## src/rtl/ifetch_queue_pkg.sv

```systemverilog
// Shared fetch-stage constants: default widths, reset vector, instruction size, NOP encoding.
package ifetch_queue_pkg;
  localparam int          ADDR_WIDTH   = 32;
  localparam int          DATA_WIDTH   = 32;
  localparam logic [31:0] RESET_VECTOR = 32'h0000_0000;
  localparam int          INSTR_BYTES  = 4;
  localparam logic [31:0] NOP          = 32'h0000_0013;
endpackage

```

## src/rtl/ifetch_queue_fetch_fifo.sv

```systemverilog
// Registered synchronous FIFO for {pc, instr} pairs; flush empties it in one edge.
module fetch_fifo
  import ifetch_queue_pkg::*;
#(
  parameter int WIDTH = ADDR_WIDTH + DATA_WIDTH,
  parameter int DEPTH = 4
) (
  input  logic                   clk,
  input  logic                   rst,
  input  logic                   push_i,
  input  logic                   pop_i,
  input  logic                   flush_i,
  input  logic [WIDTH-1:0]       wdata_i,
  output logic                   empty_o,
  output logic [$clog2(DEPTH):0] count_o,
  output logic [WIDTH-1:0]       head_o
);
  localparam int PW = $clog2(DEPTH);
  localparam int CW = PW + 1;

  logic [PW-1:0]    wr_ptr_q, wr_ptr_d, rd_ptr_q, rd_ptr_d;
  logic [CW-1:0]    count_q, count_d;
  logic [WIDTH-1:0] mem_q [DEPTH];
  logic             full, push_ok, pop_ok;

  assign full    = (count_q == CW'(DEPTH));
  assign empty_o = (count_q == '0);
  assign push_ok = push_i && !full;
  assign pop_ok  = pop_i && !empty_o;
  assign count_o = count_q;
  // Head is forced to zero when empty so stale words never reach decode.
  assign head_o  = empty_o ? '0 : mem_q[rd_ptr_q];

  always_comb begin
    wr_ptr_d = wr_ptr_q;
    rd_ptr_d = rd_ptr_q;
    count_d  = count_q;
    if (flush_i) begin
      wr_ptr_d = '0;
      rd_ptr_d = '0;
      count_d  = '0;
    end else begin
      if (push_ok) wr_ptr_d = wr_ptr_q + PW'(1);
      if (pop_ok)  rd_ptr_d = rd_ptr_q + PW'(1);
      case ({push_ok, pop_ok})
        2'b10:   count_d = count_q + CW'(1);
        2'b01:   count_d = count_q - CW'(1);
        default: count_d = count_q;
      endcase
    end
  end

  always_ff @(posedge clk) begin
    if (rst) begin
      wr_ptr_q <= '0;
      rd_ptr_q <= '0;
      count_q  <= '0;
    end else begin
      wr_ptr_q <= wr_ptr_d;
      rd_ptr_q <= rd_ptr_d;
      count_q  <= count_d;
    end
  end

  always_ff @(posedge clk) begin
    if (push_ok && !flush_i) mem_q[wr_ptr_q] <= wdata_i;
  end
endmodule

```

## src/rtl/ifetch_queue.sv

```systemverilog
// Fetch stage: owns the fetch PC, issues sequential icache requests, queues results to decode.
module ifetch_queue #(
  parameter int                                       ADDR_WIDTH = ifetch_queue_pkg::ADDR_WIDTH,
  parameter int                                       DATA_WIDTH = ifetch_queue_pkg::DATA_WIDTH,
  parameter int                                       DEPTH      = 4,
  parameter logic [ADDR_WIDTH-1:0]                    RESET_PC   = ADDR_WIDTH'(ifetch_queue_pkg::RESET_VECTOR)
) (
  input  logic                  clk,
  input  logic                  rst,
  output logic [ADDR_WIDTH-1:0] ic_addr,
  output logic                  ic_req,
  input  logic [DATA_WIDTH-1:0] ic_data,
  input  logic                  ic_valid,
  input  logic                  ic_stall,
  output logic                  ic_invalidate,
  input  logic                  redirect_valid,
  input  logic [ADDR_WIDTH-1:0] redirect_pc,
  input  logic                  redirect_fencei,
  output logic                  out_valid,
  input  logic                  out_ready,
  output logic [ADDR_WIDTH-1:0] out_pc,
  output logic [DATA_WIDTH-1:0] out_instr,
  output logic [31:0]           miss_cycles
);
  import ifetch_queue_pkg::*;

  localparam int CW = $clog2(DEPTH) + 1;

  logic [ADDR_WIDTH-1:0]            pc_q, pc_d;
  logic [31:0]                      miss_q, miss_d;
  logic [CW-1:0]                    fifo_count;
  logic                             fifo_empty;
  logic [ADDR_WIDTH+DATA_WIDTH-1:0] fifo_head;
  logic                             push, pop;

  // Request depends only on registered occupancy, never on out_ready.
  assign ic_req        = !rst && !redirect_valid && (fifo_count < CW'(DEPTH));
  assign ic_addr       = pc_q;
  assign ic_invalidate = !rst && redirect_valid && redirect_fencei;
  assign push          = ic_req && ic_valid;
  assign out_valid     = !fifo_empty;
  assign pop           = out_valid && out_ready;
  assign {out_pc, out_instr} = fifo_head;
  assign miss_cycles   = miss_q;

  fetch_fifo #(
    .WIDTH (ADDR_WIDTH + DATA_WIDTH),
    .DEPTH (DEPTH)
  ) u_fifo (
    .clk     (clk),
    .rst     (rst),
    .push_i  (push),
    .pop_i   (pop),
    .flush_i (redirect_valid),
    .wdata_i ({pc_q, ic_data}),
    .empty_o (fifo_empty),
    .count_o (fifo_count),
    .head_o  (fifo_head)
  );

  always_comb begin
    pc_d = pc_q;
    if (redirect_valid)
      pc_d = redirect_pc & ~ADDR_WIDTH'(INSTR_BYTES - 1);
    else if (push)
      pc_d = pc_q + ADDR_WIDTH'(INSTR_BYTES);
  end

  always_comb begin
    miss_d = miss_q;
    if (ic_req && ic_stall) miss_d = miss_q + 32'd1;
  end

  always_ff @(posedge clk) begin
    if (rst) begin
      pc_q   <= RESET_PC;
      miss_q <= '0;
    end else begin
      pc_q   <= pc_d;
      miss_q <= miss_d;
    end
  end
endmodule

```

## config.mk

```make
export PLATFORM = sky130hd
export DESIGN_NAME = ifetch_queue
export DESIGN_NICKNAME = d
export VERILOG_FILES = /design/src/rtl/ifetch_queue_pkg.sv /design/src/rtl/ifetch_queue_fetch_fifo.sv /design/src/rtl/ifetch_queue.sv
export SDC_FILE = /design/constraint.sdc
export NUM_CORES = 1
export LEC_CHECK = 0
export CAP_MARGIN = 25
export CORE_AREA = 4 4 169 171
export DETAILED_ROUTE_END_ITERATION = 16
export DIE_AREA = 0 0 173 175
export GPL_ROUTABILITY_DRIVEN = 0
export GPL_TIMING_DRIVEN = 0
export PLACE_DENSITY = 0.77
export SYNTH_ARGS = -nofsm -noshare
export SYNTH_HDL_FRONTEND = slang
export SYNTH_SLANG_ARGS = --single-unit
```

## constraint.sdc

```tcl
create_clock -name clk -period 3.96 [get_ports clk]
set_input_delay 0.594 -clock clk [delete_from_list [all_inputs] [get_ports clk]]
set_output_delay 0.594 -clock clk [all_outputs]
set_load 0.01 [all_outputs]
```

==> impl_metrics.tcl, run 1 <==
set metrics [dict create \
    status "finished, final reports clean" \
    synth_edf_count 248 \
    finalSetupViolations 0 \
    setup_ws_ps 142.0 \
    numCtsBuffers 35 \
    dieWidth_um 173 \
    fin_worst_skew_ps 22.27 \
    endpoint_kind "primary output" \
    multi_input_area_um2 4170 \
    crit_arrival_ps 3220 \
    nets 1196 \
    overflow 0 \
    avgRoutedWirePerCell_um 21.19 \
    vdd_drop_max_v 0.0002406 \
    grt_antenna_before_repair 3 \
    hold_viol_final 0 \
    hold_buffers 0 \
    synth.avg_cell_area_um2 15.16 \
    synth.distinct_cells 60 \
    drt-pass1-iter-count 4 \
    drt-total-wl_mm 31.49 \
    synth_common_cells "edfxtp_1 (248), and2_1 (76), dfxtp_1 (71)" \
    ios 202 \
    start_kind "input port" \
    critical_path_buf_inv_count 6 \
    postCtsSetupRepairBufs 0 \
    clock_path_buffers 3 \
    io_buffers 194 \
    dp_slack_ps -32.39 \
    yosysMostFrequentCell "edfxtp_1" \
    finalMaxSlewViolations 0 \
    n_fill_cell 2011 \
    yosysTopAreaCell "edfxtp_1" \
    cts.sink_count 319 \
    regArea_um2 8869 \
    max_cap_viol_count 0 \
    post_cts_resized 1 \
    synth_area_um2 13330 \
    postLayoutCoreUtil 0.6290 \
    holdWs_ps 498.8 \
    final_layout_size_suffix_gt1_frac 0.1346 \
    relSlewSlack 0.3817 \
    dr_total_vias 8593 \
    slowest_delay_ps 650 \
    grt_pass1_vias 8611 \
    power_density_nw_per_um2 418.9 \
    drtAntennaViolNets 0 \
    htreeDepth 2 \
    path_clk_slew_ps 60 \
    fin_crit_ps 3818 \
    area_growth_pct 26.86 \
    fin_crit_sh 0.9641 \
    rsz0062_at_grt "no" \
    max_freq_mhz 261.9 \
    synth.area.top_cells "edfxtp_1 (56%), dfxtp_1 (11%), mux4_2 (10%)" \
    clockRootBuffer "clkbuf_16" \
    grt_usage 0.2065 \
    yosys.area.top_type_share 0.5589 \
    clock_latency_ps 520 \
    grt_pass1_wl_mm 49.48 \
    syn-instance-count 879 \
    ys_warn_count 0 \
    worstPathCellList "clkdlybuf4s50_1 -> clkbuf_4 -> clkinvlp_4 -> clkbuf_2 -> buf_1 -> nor3b_1 -> clkdlybuf4s50_1" \
    via_per_inst 5.783 \
    dpl.hpwl_mm 20.80 \
    power.leakage_nw 5.420 \
    drt_iter0_markers 827 \
    synth-seq-area-share 0.6655 \
    cp_slowest_cell "clkdlybuf4s50_1" \
    grt_max_degree 53 \
    synth_top_flop_cell "edfxtp_1" \
    async_reset_ff_frac 0 \
    num_rows 60 \
    drcViolationCount 0 \
    ys_seq_elements 319 \
    fp.coreArea_um2 26880 \
    crit_fanout 10 \
    cp_common_cell "clkdlybuf4s50_1" \
    worstPathRequired_ps 3370 \
    worstMarginPinSlew_ps 919.0 \
    path_delay_family "buffers and inverters" \
    dieArea_um2 30280 \
    min_path_type "input port to register" \
    start_util 0.4958 \
    fp.dieH_um 175 \
    critical_path_class "input port to primary output" \
    cts_tree "yes" \
]
## registers in the layout, indices dropped and copies added (netlist names), named ones only
| name | count |
|---|---|
| ic_addr | 30 |
| miss_cycles | 32 |
| u_fifo.count_o | 3 |
| u_fifo.mem_q | 248 |
| u_fifo.rd_ptr_q | 2 |
| u_fifo.wr_ptr_q | 2 |
## per-layer routing
metal | wire length [um] | global-route usage
met5 | 25 | 0
met2 | 15410 | 0.3419
met3 | 2801 | 0.06318
met4 | 533 | 0.04490
met1 | 12710 | 0.2725
## worst paths after layout
| path | start | to | slack (ps) | cells past startpoint |
|---|---|---|---|---|
| setup / recovery | redirect_valid | ic_invalidate | 140 | 7 |
| hold / removal | rst | ic_addr[28] | 500 | 3 |
| setup reg to reg | u_fifo.count_o[2] | u_fifo.mem_q[0][50] | 1290 | 5 |
| hold reg to reg | u_fifo.wr_ptr_q[1] | u_fifo.wr_ptr_q[1] | 510 | 2 |
## layout make-up
type / count / share of cell area
sequential: 319 / 0.5246
multi-input combinational: 495 / 0.2467
timing repair buffer: 198 / 0.1214
clock buffer: 41 / 0.05440
tap: 341 / 0.02524
buffer: 56 / 0.01562
clock inverter: 23 / 0.008882
inverter: 12 / 0.003035
antenna: 1 / 0.0001480
## layout by cell type, fill, tap and decap left out, types with 17 or more instances in the layout
master           netlist  final
nand4_1               28     28
edfxtp_1             248    248
clkbuf_1              36     40
clkbuf_16              0     36
or4_1                 19     19
dfxtp_1               71     71
a21oi_1               33     33
nor2_1                36     36
and2_1                76     72
mux4_2                62     62
clkdlybuf4s50_1        0    194
o31ai_1               17     17
nand3_1               26     26
nand2_1               44     44
## cell families after synthesis
group                    share of synthesized area
buffers and inverters                      0.02310
flip-flops                                  0.6655
AND/OR/NAND/NOR                             0.1291
AO/OA/AOI/OAI                              0.05052
adder cells (fa/ha/maj)                   0.008075
multiplexers                                0.1089
XOR/XNOR                                   0.01446
other                                    0.0002814
## per-stage QoR
step | instance area, um^2 | power, mW | cells | TNS, ps
detailed placement | 15830 | 4.153 | 1421 | -32.39
finish | 16910 | 7.081 | 1486 | 0
global placement | 15710 | 4.141 | 1417 | -330820
CTS | 16900 | 7.154 | 1485 | 0
floorplan | 13340 | 3.923 | 882 | 0
global route | 16900 | 7.356 | 1485 | 0
## power by group
part	leakage (nW)	switching [mW]	total (mW)	internal (mW)
sequential	2.87	0.0640	3.72	3.66
combinational	2.03	0.169	0.358	0.189
clock	0.525	1.26	3.00	1.73
## tightest hold or removal path, stage by stage
cell and delay, ps:
buf_6 130, o21ai_0 150, or3b_2 100
Note: power is estimated with default switching activity, not from simulation.
==> run 2, diff against run 1 <==
--- a/config.mk
+++ b/config.mk
@@ -6,12 +6,12 @@
 export NUM_CORES = 1
 export LEC_CHECK = 0
 export CAP_MARGIN = 25
-export CORE_AREA = 4 4 169 171
+export CORE_AREA = 4 4 170 172
 export DETAILED_ROUTE_END_ITERATION = 16
-export DIE_AREA = 0 0 173 175
+export DIE_AREA = 0 0 174 176
 export GPL_ROUTABILITY_DRIVEN = 0
 export GPL_TIMING_DRIVEN = 0
-export PLACE_DENSITY = 0.77
+export PLACE_DENSITY = 0.79
 export SYNTH_ARGS = -nofsm -noshare
 export SYNTH_HDL_FRONTEND = slang
 export SYNTH_SLANG_ARGS = --single-unit
==> constraint.sdc (replaced) <==
create_clock -name clk -period 3.46 [get_ports clk]
set_input_delay 0.519 -clock clk [delete_from_list [all_inputs] [get_ports clk]]
set_output_delay 0.519 -clock clk [all_outputs]
set_load 0.01 [all_outputs]
==> run 2 against run 1 <==
- via count increased by 0.12%
- non-clock buffer count decreased by 4
- critical endpoint is now out_instr[10]
- sequential share of layout area down 0.48 points
- clock power grew 30%
- critical path depth down 2
- combinational power grew 15%
- largest cell class unchanged
- global-route usage is 0.23 points lower
- setup slack got worse by 44 ps
- sequential cell count is the same
- design area is 0.93% higher
- first-iteration DRC count decreased by 12%
==> impl_metrics.tcl, run 2 (synthesis results as in run 1) <==
set metrics [dict create \
    multi_input_area_um2 4170 \
    post_cts_resized 6 \
    finalSetupViolations 0 \
    dr_total_vias 8603 \
    grt_pass1_vias 8725 \
    cts_tree "yes" \
    fp.coreArea_um2 27480 \
    io_buffers 194 \
    drcViolationCount 0 \
    dpl.hpwl_mm 21.07 \
    overflow 0 \
    fp.dieH_um 176 \
    drtAntennaViolNets 0 \
    crit_fanout 10 \
    grt_pass1_wl_mm 49.40 \
    clock_latency_ps 510 \
    insertedDiodeCount 0 \
    fin_crit_ps 3362 \
    grt_antenna_before_repair 1 \
    n_fill_cell 2032 \
    area_growth_pct 28.04 \
    postCtsSetupRepairBufs 0 \
    crit_arrival_ps 2840 \
    drt-pass1-iter-count 6 \
    dieWidth_um 174 \
    drt_iter0_markers 727 \
    dieArea_um2 30620 \
    largest_reg_flops 248 \
    fin_area_um2 17060 \
    ios 202 \
    finalMaxSlewViolations 0 \
    htreeDepth 2 \
    final_layout_size_suffix_gt1_frac 0.1421 \
    setup_tns_ps 0 \
    hold_buffers 0 \
    worstPathRequired_ps 2940 \
    postLayoutCoreUtil 0.6209 \
    status "finished, final reports clean" \
    power_density_nw_per_um2 501.8 \
    regArea_um2 8869 \
    drt-total-wl_mm 31.65 \
    fin_worst_skew_ps 18.36 \
    clockRootBuffer "clkbuf_16" \
    max_cap_viol_count 0 \
    nets 1192 \
    final_common_cell "edfxtp_1" \
    max_freq_mhz 297.4 \
    hold_viol_final 0 \
    top_register "u_fifo.mem_q" \
    grt_max_degree 46 \
    avgRoutedWirePerCell_um 21.30 \
    start_util 0.4850 \
    cts.sink_count 319 \
    critical_path_class "register to primary output" \
    numCtsBuffers 35 \
    path_clk_slew_ps 60 \
    most-common-layout-cells "edfxtp_1 (248), clkdlybuf4s50_1 (194), and2_1 (72)" \
    relSlewSlack 0.4312 \
    dpl_cell_area_um2 15830 \
    min_path_type "input port to register" \
    fin_crit_sh 0.9718 \
    vdd_drop_max_v 0.0002878 \
    start_kind "register" \
    power.leakage_nw 5.497 \
    via_per_inst 5.789 \
    num_rows 61 \
    endpoint_kind "primary output" \
    worstMarginPinSlew_ps 845.4 \
    grt_usage 0.2043 \
    rsz0062_at_grt "yes" \
    clock_path_buffers 3 \
]
-- run 2: changes by cell type in the layout (fill, tap and decap cells not counted) --
cell | previous run | this run
clkbuf_4 | 1 | 2
bufinv_16 | 1 | 5
clkbuf_2 | 2 | 6
clkbuf_1 | 40 | 34
clkinv_2 | 8 | 2
clkbuf_8 | 0 | 6
diode_2 | 1 | 0
buf_2 | 8 | 7
clkinvlp_4 | 2 | 3
clkinvlp_2 | 1 | 0
clkinv_1 | 9 | 3
-- run 2: path summary, 6_finish.rpt --
path | from | end | slack, ps | cells past startpoint
min | rst | ic_addr[30] | 420 | 3
min reg2reg | u_fifo.wr_ptr_q[1] | u_fifo.wr_ptr_q[1] | 500 | 2
max reg2reg | u_fifo.count_o[2] | u_fifo.mem_q[3][50] | 700 | 5
max | register | out_instr[10] | 100 | 5
-- run 2: area by class of cell --
cell class / instances / area share
Clock buffer: 49 / 0.05918
Sequential cell: 319 / 0.5198
Tap cell: 346 / 0.02537
Multi-Input combinational cell: 495 / 0.2444
Inverter: 12 / 0.002860
Buffer: 52 / 0.01503
Timing Repair Buffer: 198 / 0.1203
Clock inverter: 15 / 0.01305
-- run 2: layer usage --
metal	wire length [um]	global-route usage
met5	13	0
met4	619	0.04916
met3	2842	0.05910
met2	15290	0.3357
met1	12880	0.2728
-- run 2: critical path, stage by stage, from the launching register on --
cell and delay, ps:
dfxtp_1 310, buf_1 430, buf_1 540, mux4_2 420, and2_1 170, clkdlybuf4s50_1 470
-- run 2: through the flow --
step / worst slack (ps) / cells / hold WS (ps) / power, mW
floorplan: 74.18 / 882 / 469.2 / 4.490
global placement: -1778 / 1422 / 479.3 / 4.740
detailed placement: -275.5 / 1426 / 489.1 / 4.753
CTS: 9.097 / 1487 / 400.7 / 8.634
global route: -85.76 / 1486 / 431.4 / 8.856
finish: 97.59 / 1486 / 421.2 / 8.561
-- run 2: power breakdown --
group	internal (mW)	leakage (nW)	switching [mW]
clock network	2.42	0.590	1.47
registers	4.19	2.87	0.0737
logic	0.215	2.04	0.195
==> run 3, diff against run 2 <==
--- a/config.mk
+++ b/config.mk
@@ -6,12 +6,12 @@
 export NUM_CORES = 1
 export LEC_CHECK = 0
 export CAP_MARGIN = 25
-export CORE_AREA = 4 4 170 172
+export CORE_AREA = 4 4 178 180
 export DETAILED_ROUTE_END_ITERATION = 16
-export DIE_AREA = 0 0 174 176
+export DIE_AREA = 0 0 182 184
 export GPL_ROUTABILITY_DRIVEN = 0
 export GPL_TIMING_DRIVEN = 0
-export PLACE_DENSITY = 0.79
+export PLACE_DENSITY = 0.73
 export SYNTH_ARGS = -nofsm -noshare
 export SYNTH_HDL_FRONTEND = slang
 export SYNTH_SLANG_ARGS = --single-unit
==> run 3 against run 2 <==
- first-iteration DRC count down 6.2%
- utilization decreased by 5.4 points
- die area is 9.4% higher
- largest power group unchanged
- global-route usage is 1.5 points lower
- worst hold slack lost 17 ps
- highest routed layer unchanged
- sequential share of layout area shrank 0.16 points
- combinational power barely moved
- cell count grew 3.4%
- count of clock-buffer cells in the layout down 2
- maximum frequency increased by 1.5%
- sequential cell count unchanged
- clock power is essentially flat
==> impl_metrics.tcl, run 3 (synthesis results as in run 1) <==
set metrics [dict create \
    grt_max_degree 53 \
    crit_arrival_ps 2790 \
    fin_crit_sh 0.9576 \
    io_buffers 194 \
    grt_pass1_vias 8536 \
    reg2reg_slack_ps 760 \
    fin_crit_ps 3313 \
    drt_iter0_markers 682 \
    clock_path_buffers 3 \
    power_density_nw_per_um2 499.1 \
    avgRoutedWirePerCell_um 20.83 \
    grt_pass1_wl_mm 49.58 \
    status "finished, final reports clean" \
    hold_buffers 0 \
    clock_latency_ps 520 \
    dpl_cell_area_um2 15890 \
    numCtsBuffers 35 \
    place_inst 1476 \
    htreeDepth 2 \
    hold_viol_final 0 \
    start_util 0.4414 \
    min_path_type "input port to register" \
    top_register "u_fifo.mem_q" \
    postCtsSetupRepairBufs 0 \
    rsz0062_at_grt "no" \
    vdd_drop_max_v 0.0002876 \
    holdWs_ps 404.0 \
    critical_path_class "register to primary output" \
    overflow 0 \
    drt-total-wl_mm 32.00 \
    layoutNonFillerInstCount 1536 \
    max_freq_mhz 301.8 \
    endpoint_kind "primary output" \
    grt_antenna_before_repair 2 \
    fin_area_um2 17110 \
    cts_tree "yes" \
    finalSetupViolations 0 \
    clockRootBuffer "clkbuf_16" \
    fin_worst_skew_ps 10.97 \
    start_kind "register" \
    dpl.hpwl_mm 21.44 \
    path_clk_slew_ps 60 \
    worstMarginPinSlew_ps 886.7 \
    ios 202 \
    dieWidth_um 182 \
    area_growth_pct 28.43 \
    r2r_start "u_fifo.count_o[2]" \
    final_layout_size_suffix_gt1_frac 0.1421 \
    num_rows 64 \
    crit_fanout 10 \
    dp_slack_ps -284.9 \
    n_fill_cell 2370 \
    drtAntennaViolNets 0 \
    largest_reg_flops 248 \
    nets 1192 \
    relSlewSlack 0.4034 \
    via_per_inst 5.529 \
    setup_tns_ps 0 \
    worstPathRequired_ps 2940 \
    dieArea_um2 33490 \
    finalMaxSlewViolations 0 \
    most-common-layout-cells "edfxtp_1 (248), clkdlybuf4s50_1 (194), and2_1 (72)" \
    final_common_cell "edfxtp_1" \
    hp-start "rst" \
    dr_total_vias 8493 \
    fp.coreArea_um2 30190 \
    insertedDiodeCount 0 \
    finalPower_mw 8.542 \
    fp.dieH_um 184 \
    max_cap_viol_count 0 \
    grt_usage 0.1893 \
    postLayoutCoreUtil 0.5669 \
    drt-pass1-iter-count 5 \
    setup_ws_ps 146.8 \
    drcViolationCount 0 \
    cts.sink_count 319 \
    power.leakage_nw 5.497 \
]
run 3: what timing repair did:
action / CTS / global route
endpoints found under the setup margin: 59 / 24
endpoints found under the hold margin: 0 / 0
resized for setup: 9 / 6
pin swaps: 0 / 0
run 3: layer usage:
metal  vias to the layer above  global-route usage  share of wire  wire length (um)
met5                         -                   0        0.00088                28
met4                         4             0.04233          0.018               561
met3                        42             0.05877          0.088              2824
met2                       302              0.3189           0.49             15670
met1                      4215              0.2438           0.40             12910
li1                       3930                   -              -                 -
run 3: report_power, final:
group | leakage (nW) | switching (mW) | total (mW) | internal, mW
logic | 2.04 | 0.195 | 0.410 | 0.215
clock network | 0.592 | 1.46 | 3.87 | 2.41
registers | 2.87 | 0.0725 | 4.26 | 4.19
total | 5.50 | 1.73 | 8.54 | 6.82
run 3: cell type report:
class                   count  area (um^2)  share of cell area
repair buffers            198         2052              0.1199
plain buffers              52        261.5             0.01528
inverters                  12        48.80            0.002851
clock inverters            17        250.2             0.01462
well taps                 396        495.5             0.02895
clock buffers              47        962.2             0.05622
flip-flops and latches    319         8869              0.5182
multi-input cells         495         4175              0.2440
run 3: path summary, 6_finish.rpt:
path                          to  depth (start not counted)
max                out_instr[16]                          5
min                  ic_addr[28]                          3
max reg2reg  u_fifo.mem_q[1][47]                          5
min reg2reg   u_fifo.wr_ptr_q[1]                          2
run 3: critical path: stages, from the launching register on:
cell             delay, ps
dfxtp_1                300
buf_1                  420
buf_1                  510
mux4_2                 390
and2_1                 170
clkdlybuf4s50_1        490
